**config.mk**
```make
export PLATFORM = sky130hd
export DESIGN_NAME = router_port_reader
export DESIGN_NICKNAME = d
export VERILOG_FILES = /design/src/rtl/router_port_reader.sv
export SDC_FILE = /design/constraint.sdc
export NUM_CORES = 1
export LEC_CHECK = 0
export BUFFER_PORTS_ARGS = -buffer_cell sky130_fd_sc_hd__buf_2
export CAP_MARGIN = 40
export CORE_ASPECT_RATIO = 0.7
export CORE_MARGIN = 10
export CORE_UTILIZATION = 30
export DETAILED_ROUTE_END_ITERATION = 8
export PLACE_DENSITY_LB_ADDON = 0.1
export SLEW_MARGIN = 30
export SYNTH_ARGS = -nofsm -noshare
export SYNTH_HDL_FRONTEND = slang
export SYNTH_SLANG_ARGS = --single-unit
```
**constraint.sdc**
```tcl
create_clock -name clock -period 7.7 [get_ports clock]
set_clock_uncertainty 0.1 [all_clocks]
set_input_delay 0.77 -clock clock [delete_from_list [all_inputs] [get_ports clock]]
set_output_delay 0.77 -clock clock [all_outputs]
set_load 0.03 [all_outputs]
```
**src/rtl/router_port_reader.sv**
```systemverilog
// Destination-side reader for one router output port: drains header, payload and
// parity from the port FIFO, streams the payload to a local sink and reports status.
module router_port_reader #(
  parameter logic [1:0]  PORT_ADDR   = 2'b00,
  parameter int unsigned START_DELAY = 2
) (
  input  logic       clock,
  input  logic       resetn,
  input  logic       vld_out,
  input  logic [7:0] data_out,
  input  logic       soft_reset,
  input  logic       sink_ready,
  output logic       read_enb,
  output logic       byte_valid,
  output logic [7:0] byte_data,
  output logic       pkt_done,
  output logic [5:0] pkt_len,
  output logic       parity_err,
  output logic       addr_err,
  output logic       pkt_drop,
  output logic       busy
);

  typedef enum logic [2:0] {
    S_IDLE,
    S_WAIT,
    S_HDR,
    S_HCAP,
    S_PAY,
    S_PAR,
    S_CHK
  } state_t;

  localparam logic [4:0] WAIT_LAST = (START_DELAY == 0) ? 5'd0 : 5'(START_DELAY - 1);

  state_t     r_state;
  logic [4:0] r_wait_cnt;
  logic [5:0] r_len;
  logic [5:0] r_issued;
  logic [7:0] r_acc;
  logic       r_addr_ok;
  logic       r_byte_valid;
  logic       r_pkt_done;
  logic [5:0] r_pkt_len;
  logic       r_parity_err;
  logic       r_addr_err;
  logic       r_pkt_drop;

  logic       w_read_enb;

  // NOTE: every signal written in always_comb gets a default first, so no latch is inferred.
  always_comb begin
    w_read_enb = 1'b0;
    unique case (r_state)
      S_HDR, S_PAR: w_read_enb = vld_out;
      S_PAY:        w_read_enb = vld_out & sink_ready & (r_issued < r_len);
      default:      w_read_enb = 1'b0;
    endcase
  end

  always_ff @(posedge clock) begin
    // NOTE: resetn is sampled only on the clock edge; all state uses non-blocking assignments.
    if (!resetn) begin
      r_state      <= S_IDLE;
      r_wait_cnt   <= '0;
      r_len        <= '0;
      r_issued     <= '0;
      r_acc        <= '0;
      r_addr_ok    <= 1'b0;
      r_byte_valid <= 1'b0;
      r_pkt_done   <= 1'b0;
      r_pkt_len    <= '0;
      r_parity_err <= 1'b0;
      r_addr_err   <= 1'b0;
      r_pkt_drop   <= 1'b0;
    end else begin
      r_pkt_done   <= 1'b0;
      r_pkt_drop   <= 1'b0;
      // A payload read already issued still returns its byte, even across an abort.
      r_byte_valid <= (r_state == S_PAY) && w_read_enb;

      if (r_byte_valid && (r_state == S_PAY || r_state == S_PAR))
        r_acc <= r_acc ^ data_out;

      if (soft_reset && r_state != S_IDLE) begin
        r_state    <= S_IDLE;
        r_wait_cnt <= '0;
        r_len      <= '0;
        r_issued   <= '0;
        r_acc      <= '0;
        r_pkt_drop <= 1'b1;
      end else begin
        unique case (r_state)
          S_IDLE: begin
            if (vld_out && !soft_reset) begin
              r_wait_cnt <= '0;
              r_state    <= (START_DELAY == 0) ? S_HDR : S_WAIT;
            end
          end
          S_WAIT: begin
            if (r_wait_cnt == WAIT_LAST) r_state <= S_HDR;
            else                         r_wait_cnt <= r_wait_cnt + 5'd1;
          end
          S_HDR: begin
            if (w_read_enb) r_state <= S_HCAP;
          end
          S_HCAP: begin
            r_len     <= data_out[7:2];
            r_issued  <= '0;
            r_acc     <= data_out;
            r_addr_ok <= (data_out[1:0] == PORT_ADDR);
            r_state   <= (data_out[7:2] == 6'd0) ? S_PAR : S_PAY;
          end
          S_PAY: begin
            if (w_read_enb) begin
              r_issued <= r_issued + 6'd1;
              if (r_issued == r_len - 6'd1) r_state <= S_PAR;
            end
          end
          S_PAR: begin
            if (w_read_enb) r_state <= S_CHK;
          end
          S_CHK: begin
            r_pkt_done   <= 1'b1;
            r_parity_err <= (data_out != r_acc);
            r_addr_err   <= !r_addr_ok;
            r_pkt_len    <= r_len;
            r_state      <= S_IDLE;
          end
          default: r_state <= S_IDLE;
        endcase
      end
    end
  end

  assign read_enb   = w_read_enb;
  assign byte_valid = r_byte_valid;
  assign byte_data  = r_byte_valid ? data_out : 8'h00;
  assign pkt_done   = r_pkt_done;
  assign pkt_len    = r_pkt_len;
  assign parity_err = r_parity_err;
  assign addr_err   = r_addr_err;
  assign pkt_drop   = r_pkt_drop;
  assign busy       = (r_state != S_IDLE);

endmodule

```
# Word level (Yosys, flattened, before mapping)
# Cells that the tools add are included.
# Widths: inputs -> output; s select.
[word_totals] reg_bits=40 in_bits=13 out_inout_bits=21 word_cells=77
[op_classes] addsub=3 magnitude_cmp=1 n_eq_ne=16 n_mux=19 bitwise=5 reduce_logical=21
[op_table] cell="$mux 8" n=3
[op_table] cell="$mux 3" n=6
[op_table] cell="$pmux 3 s6" n=1
[op_table] cell="$ne 2x2->1 const B" n=6
[op_table] cell="$pmux 6 s2" n=1
[op_table] cell="$mux 5" n=2
[op_table] cell="$pmux 5 s2" n=1
[op_table] cell="$eq 3x3->1 const B" n=3
[op_table] cell="$ne 8x8->1" n=1
[op_table] cell="$xor 8x8->8" n=1
[op_table] cell="$add 6x1->6 const B" n=1
[op_table] cell="$eq 3x2->1 const B" n=2
[op_table] cell="$eq 6x6->1" n=1
[op_table] cell="$logic_not 6->1" n=1
[op_table] cell="$lt 6x6->1" n=1
[op_table] cell="$mux 6" n=1
[op_table] cell="$reduce_and 2->1" n=3
[op_table] cell="$reduce_and 6->1" n=1
[op_table] cell="$reduce_bool 2->1" n=3
[op_table] cell="$sub 6x1->6 const B" n=1
[op_table] cell="$add 5x1->5 const B" n=1
[op_table] cell="$eq 5x1->1 const B" n=1
[op_table] cell="$logic_and 1x1->1" n=4
[op_table] cell="$reduce_or 2->1" n=2
[op_table] cell="12 further kinds" n=17

# Logic depth before layout (Yosys ltp)
[logic_depth] ltp_word=5 mapped_depth=8 depth_no_buf=7

# Least setup slack after synthesis
# No wires, ideal clock.
[synth_path] path_type="register -> output" startpoint="reg r_state[0]" endpoint="out read_enb" t_arrival_ns=2.041 t_required_ns=6.830 slack_ns=4.789 stages_incl_launch_ff=7 path_buffers=2 cell_sequence="dfxtp_1 buf_6 or3b_1 a2111o_1 or3_1 buf_2 o21ai_0"
[synth_between] elab_chain_cells=3 word_cells_on_any_way=5 classes_between="eq/ne: 3; mux: 1; reduce/logical: 1"
[synth_lines] element="start: declaration" line="36" text="state_t r_state;"
[synth_lines] element="start signal: assignment" line="97" text="r_state <= (START_DELAY == 0) ? S_HDR : S_WAIT;"
[synth_lines] element="start signal: assignment" line="112" text="r_state <= (data_out[7:2] == 6'd0) ? S_PAR : S_PAY;"
[synth_lines] element="$eq 3x3->1 / $eq 3x2->1 (equally long branches)" line="54" text="unique case (r_state)"
[synth_lines] element="$reduce_or 2->1" line="54"
[synth_lines] element="$pmux 1 s2 (*)" line="54"
[synth_lines] element="end: declaration" line="13" text="output logic read_enb,"
# Mark *: on every way between the ends. The rest lies on a longest branch, timed or not.

# Worst setup path in the final report
[layout_path] startpoint="reg r_state[2]" endpoint="out read_enb"
# Same word-level chain as after synthesis.

==> impl.org <==
** Floorplanning
- Chip Height :: ~91 µm
- The floorplan step defined a core boundary enclosing a little under 7000 µm².
- The floorplan step defined a die boundary enclosing roughly 11000 µm².
- The floorplan has 25 rows.
- The die is roughly 120 µm wide.
- The initial utilization of the core area, before any placement, comes to a little under a third.
- 34 I/O pins were placed.

** Worst setup path
- In this run the worst path has a maximum fanout of 10.
- Required time of the worst setup path :: between 6000 and 7000 ps
- Cell at the slowest stage of the critical path :: sky130_fd_sc_hd__or3_1
- Ordered cell list for the critical path :: or3b_1 -> a2111o_1 -> or3_1 -> o21ai_0 -> buf_2
- The setup path with the least slack is of type reg -> out.
- Arrival time of data at the critical path endpoint :: approximately 2500 ps
- Critical Path End Type :: primary output
- Buf/Inv on CP :: 1
- The worst setup path is launched from a register.
- For this run, the slowest stage of the critical path takes 520 ps.
- Largest delay share family, worst path :: simple AND/OR/NAND/NOR gates

** STA
- The number of hold violations in the final report came to 0.
- Headroom to the max-slew limit came out at 48.6%.
- Finish-stage setup viols :: 0
- The max-slew violation count came to 0.
- The tightest hold path in the finished design has a slack of between 300 and 400 ps.
- Sum of negative setup slack :: 0 ps
- For this run, the top clock speed supported by timing is 300 MHz.
- Setup repair after global routing left no endpoint under its margin.
- After layout, the worst path uses around 43% of the clock period.
- The worst path in the final design needs a cycle of roughly 3300 ps, including I/O delays and setup.
- Worst-margin pin slew :: a little under 800 ps

** Synth
- sky130_fd_sc_hd__dfxtp_1 is the most common cell in the netlist.
- The synthesized netlist occupies a cell area of approximately 2200 µm².
- After synthesis, the mean cell area works out to slightly above 8 µm².
- Total of flip-flops plus latches after synthesis :: 40
- After synthesis, the share of flip-flops with an asynchronous set or reset is 0%.
- Count of yosys warnings during synthesis :: 0
- Number of enable flip-flop cells after synthesis :: 0
- For this run, the leading register cell type out of synthesis is sky130_fd_sc_hd__dfxtp_1.
- Yosys top cell by area :: sky130_fd_sc_hd__dfxtp_1
- Top cells by area in the synthesized netlist :: sky130_fd_sc_hd__dfxtp_1 (37%), sky130_fd_sc_hd__nand2_1 (6.4%), sky130_fd_sc_hd__ha_1 (5.8%), sky130_fd_sc_hd__a21oi_1 (5.3%), sky130_fd_sc_hd__xor2_1 (5.2%)
- Total nets after synthesis :: between 200 and 300
- Part of the Yosys area used for sequential elements :: between 30% and 40%
- In this run the biggest area consumer among cell types represents 36.9% of the synthesized area.
- The cell count after synthesis came out at around 270.
- Cell types with the highest counts after synthesis :: sky130_fd_sc_hd__dfxtp_1 (40), sky130_fd_sc_hd__nand2_1 (37), sky130_fd_sc_hd__a21oi_1 (23), sky130_fd_sc_hd__nor2_1 (21), sky130_fd_sc_hd__inv_1 (14)
- The number of different library cells used by synthesis comes to approximately 40.

** Min path
- The min-delay analysis places its worst path in the category reg -> reg.

** Global route
- Summed over all layers, the global routing overflow is 0.
- The first global-routing pass estimated 9860 µm of wire.
- The number of antenna violations at the first check in global routing came to 0.
- The via count of the first global-routing pass came to 1874.
- Largest net degree at the start of global routing :: 22
- Global routing consumed, over all layers together, roughly 11% of the routing resources.

** Route
- In this run the remaining antenna-violating nets after routing total 0.
- Before antenna repair, the detailed router went through 4 iterations.
- Sum of routed wire length over all layers :: 5880 µm
- Avg WL per Cell :: between 10 and 15 µm
- Via count normalized by instance count :: between 4 and 5
- DRC violations left :: 0
- Vias after detailed routing :: 1946
- Count of routing violations after the opening detailed-route iteration :: 138

** Final layout
- Post-layout nets :: between 300 and 400
- Cells fill between 30% and 40% of the core in the end.
- The repair_antennas step left the layout with diodes totalling 0.
- Area growth, synth to finish :: 16.3%
- Cells with a size suffix above 1 make up about 15% of the layout.

** Clocking
- After clock tree synthesis, the flow added hold-fix buffers numbering 0.
- CTS built an H-tree with a depth of 2.
- Number of buffers created by CTS :: 5
- Setup repair bufs after CTS :: 0
- For the worst-skew pair, the clock arrives at the later sink with an insertion delay of slightly below 300 ps.
- Once the clock tree was built, the resizer swapped 0 gates to a different size.
- Register clock-pin slew on the reported worst setup and hold paths :: 90 ps
- The clock passes through at most 2 buffers.
- CTS Root Cell :: sky130_fd_sc_hd__clkbuf_8
- TritonCTS built the clock tree.
- The clock drives 40 sinks.

** Placed design
- Routability-driven placement finished with a final weighted congestion of around 0.8.
- Post-DP HPWL :: approximately 4300 µm
- During placement, the flow inserted port buffers numbering 33.

** Pwr
- IR analysis of the VDD net gives a maximum drop of 100 µV.
- For this design the ratio of total power to cell area is approximately 170 nW/µm².
- Static leakage power :: 0.997 nW

** Run status
- Result of the run :: finished, final reports clean

** Flow run
- Max-cap violations in this run came to 0.
kinds of logic after synthesis:
family / after synthesis / synth area share (%)
AND/OR/NAND/NOR: 113 / 25.9
AO/OA/AOI/OAI: 55 / 16.2
flip-flops: 40 / 36.9
buffers and inverters: 23 / 4.38
XOR/XNOR: 20 / 8.06
adder cells (fa/ha/maj): 10 / 5.76
multiplexers: 6 / 2.77
worst paths after layout:
| path | startpoint | to | slack (ps) | cells past startpoint |
|---|---|---|---|---|
| worst min-delay path | r_acc[1]$_SDFFE_PP0P_ | r_acc[1]$_SDFFE_PP0P_ | 400 | 2 |
| worst max register to register | r_state[2]$_SDFFE_PP0P_ | r_issued[5]$_SDFFE_PP0P_ | 5050 | 5 |
| worst max-delay path | r_state[2]$_SDFFE_PP0P_ | read_enb | 4370 | 5 |
| worst min register to register | r_acc[1]$_SDFFE_PP0P_ | r_acc[1]$_SDFFE_PP0P_ | 400 | 2 |
worst min-delay path: stages (launching register included):
cell and delay (ps):
sky130_fd_sc_hd__dfxtp_1 330, sky130_fd_sc_hd__nand3_1 70, sky130_fd_sc_hd__a21oi_1 50
cell usage in the layout (no fill, tap or decap), types with 2 or more instances in the layout:
| master | instances |
|---|---|
| sky130_fd_sc_hd__a21oi_1 | 23 |
| sky130_fd_sc_hd__nor3_1 | 3 |
| sky130_fd_sc_hd__and2_1 | 11 |
| sky130_fd_sc_hd__nor2_1 | 20 |
| sky130_fd_sc_hd__nand2b_1 | 2 |
| sky130_fd_sc_hd__or2_2 | 2 |
| sky130_fd_sc_hd__a21boi_0 | 2 |
| sky130_fd_sc_hd__xnor2_1 | 7 |
| sky130_fd_sc_hd__nand2_1 | 37 |
| sky130_fd_sc_hd__ha_1 | 10 |
| sky130_fd_sc_hd__o31ai_1 | 3 |
| sky130_fd_sc_hd__xor2_1 | 13 |
| sky130_fd_sc_hd__dfxtp_1 | 40 |
| sky130_fd_sc_hd__nand3_1 | 7 |
| sky130_fd_sc_hd__o211a_1 | 2 |
| sky130_fd_sc_hd__inv_1 | 14 |
| sky130_fd_sc_hd__o21ai_0 | 9 |
| sky130_fd_sc_hd__nor2b_1 | 7 |
| sky130_fd_sc_hd__clkbuf_8 | 5 |
| sky130_fd_sc_hd__a32oi_1 | 6 |
| sky130_fd_sc_hd__or3_1 | 4 |
| sky130_fd_sc_hd__mux2i_1 | 6 |
| sky130_fd_sc_hd__or4_1 | 4 |
| sky130_fd_sc_hd__buf_2 | 33 |
| sky130_fd_sc_hd__nor4_1 | 3 |
| sky130_fd_sc_hd__and3_1 | 2 |
| sky130_fd_sc_hd__nand4_1 | 7 |
report_power, final:
group          internal, mW  total [mW]  switching, mW
clock network        0.0960       0.176         0.0796
logic                0.0102      0.0309         0.0207
registers             0.209       0.213        0.00377
sequential cells by signal, summed over array words and instances, names as in the netlist:
register / flops
parity_err: 1
r_wait_cnt: 5
r_len: 6
r_state: 3
r_addr_ok: 1
addr_err: 1
pkt_done: 1
pkt_len: 6
r_issued: 6
byte_valid: 1
pkt_drop: 1
r_acc: 8
metrics by stage:
step           power [mW]  setup WS, ps  cell area [µm²]  cells
2_1_floorplan       0.236          4790             2170    267
3_3_place_gp        0.249          4680             2410    385
3_5_place_dp        0.248          4670             2410    385
4_1_cts             0.426          4340             2530    393
5_1_grt             0.437          4240             2530    393
6_report            0.419          4370             2530    393
cell type report:
cell class | instances | area (µm²)
fill | 763 | 4360
multi-input combinational | 204 | 1280
sequential | 40 | 801
timing repair buffer | 33 | 165
tap | 94 | 118
clock buffer | 5 | 68.8
inverter | 14 | 52.6
clock inverter | 3 | 42.5
routing by layer:
| layer | vias to the layer above | global-route usage [%] | wire (µm) |
|---|---|---|---|
| li1 | 994 | - | - |
| met1 | 897 | 16.1 | 3160 |
| met2 | 53 | 14.7 | 2330 |
| met3 | 2 | 3.53 | 373 |
| met4 | 0 | 2.08 | 21 |
| met5 | - | 0 | 0 |
(Power assumes the default switching activity.)
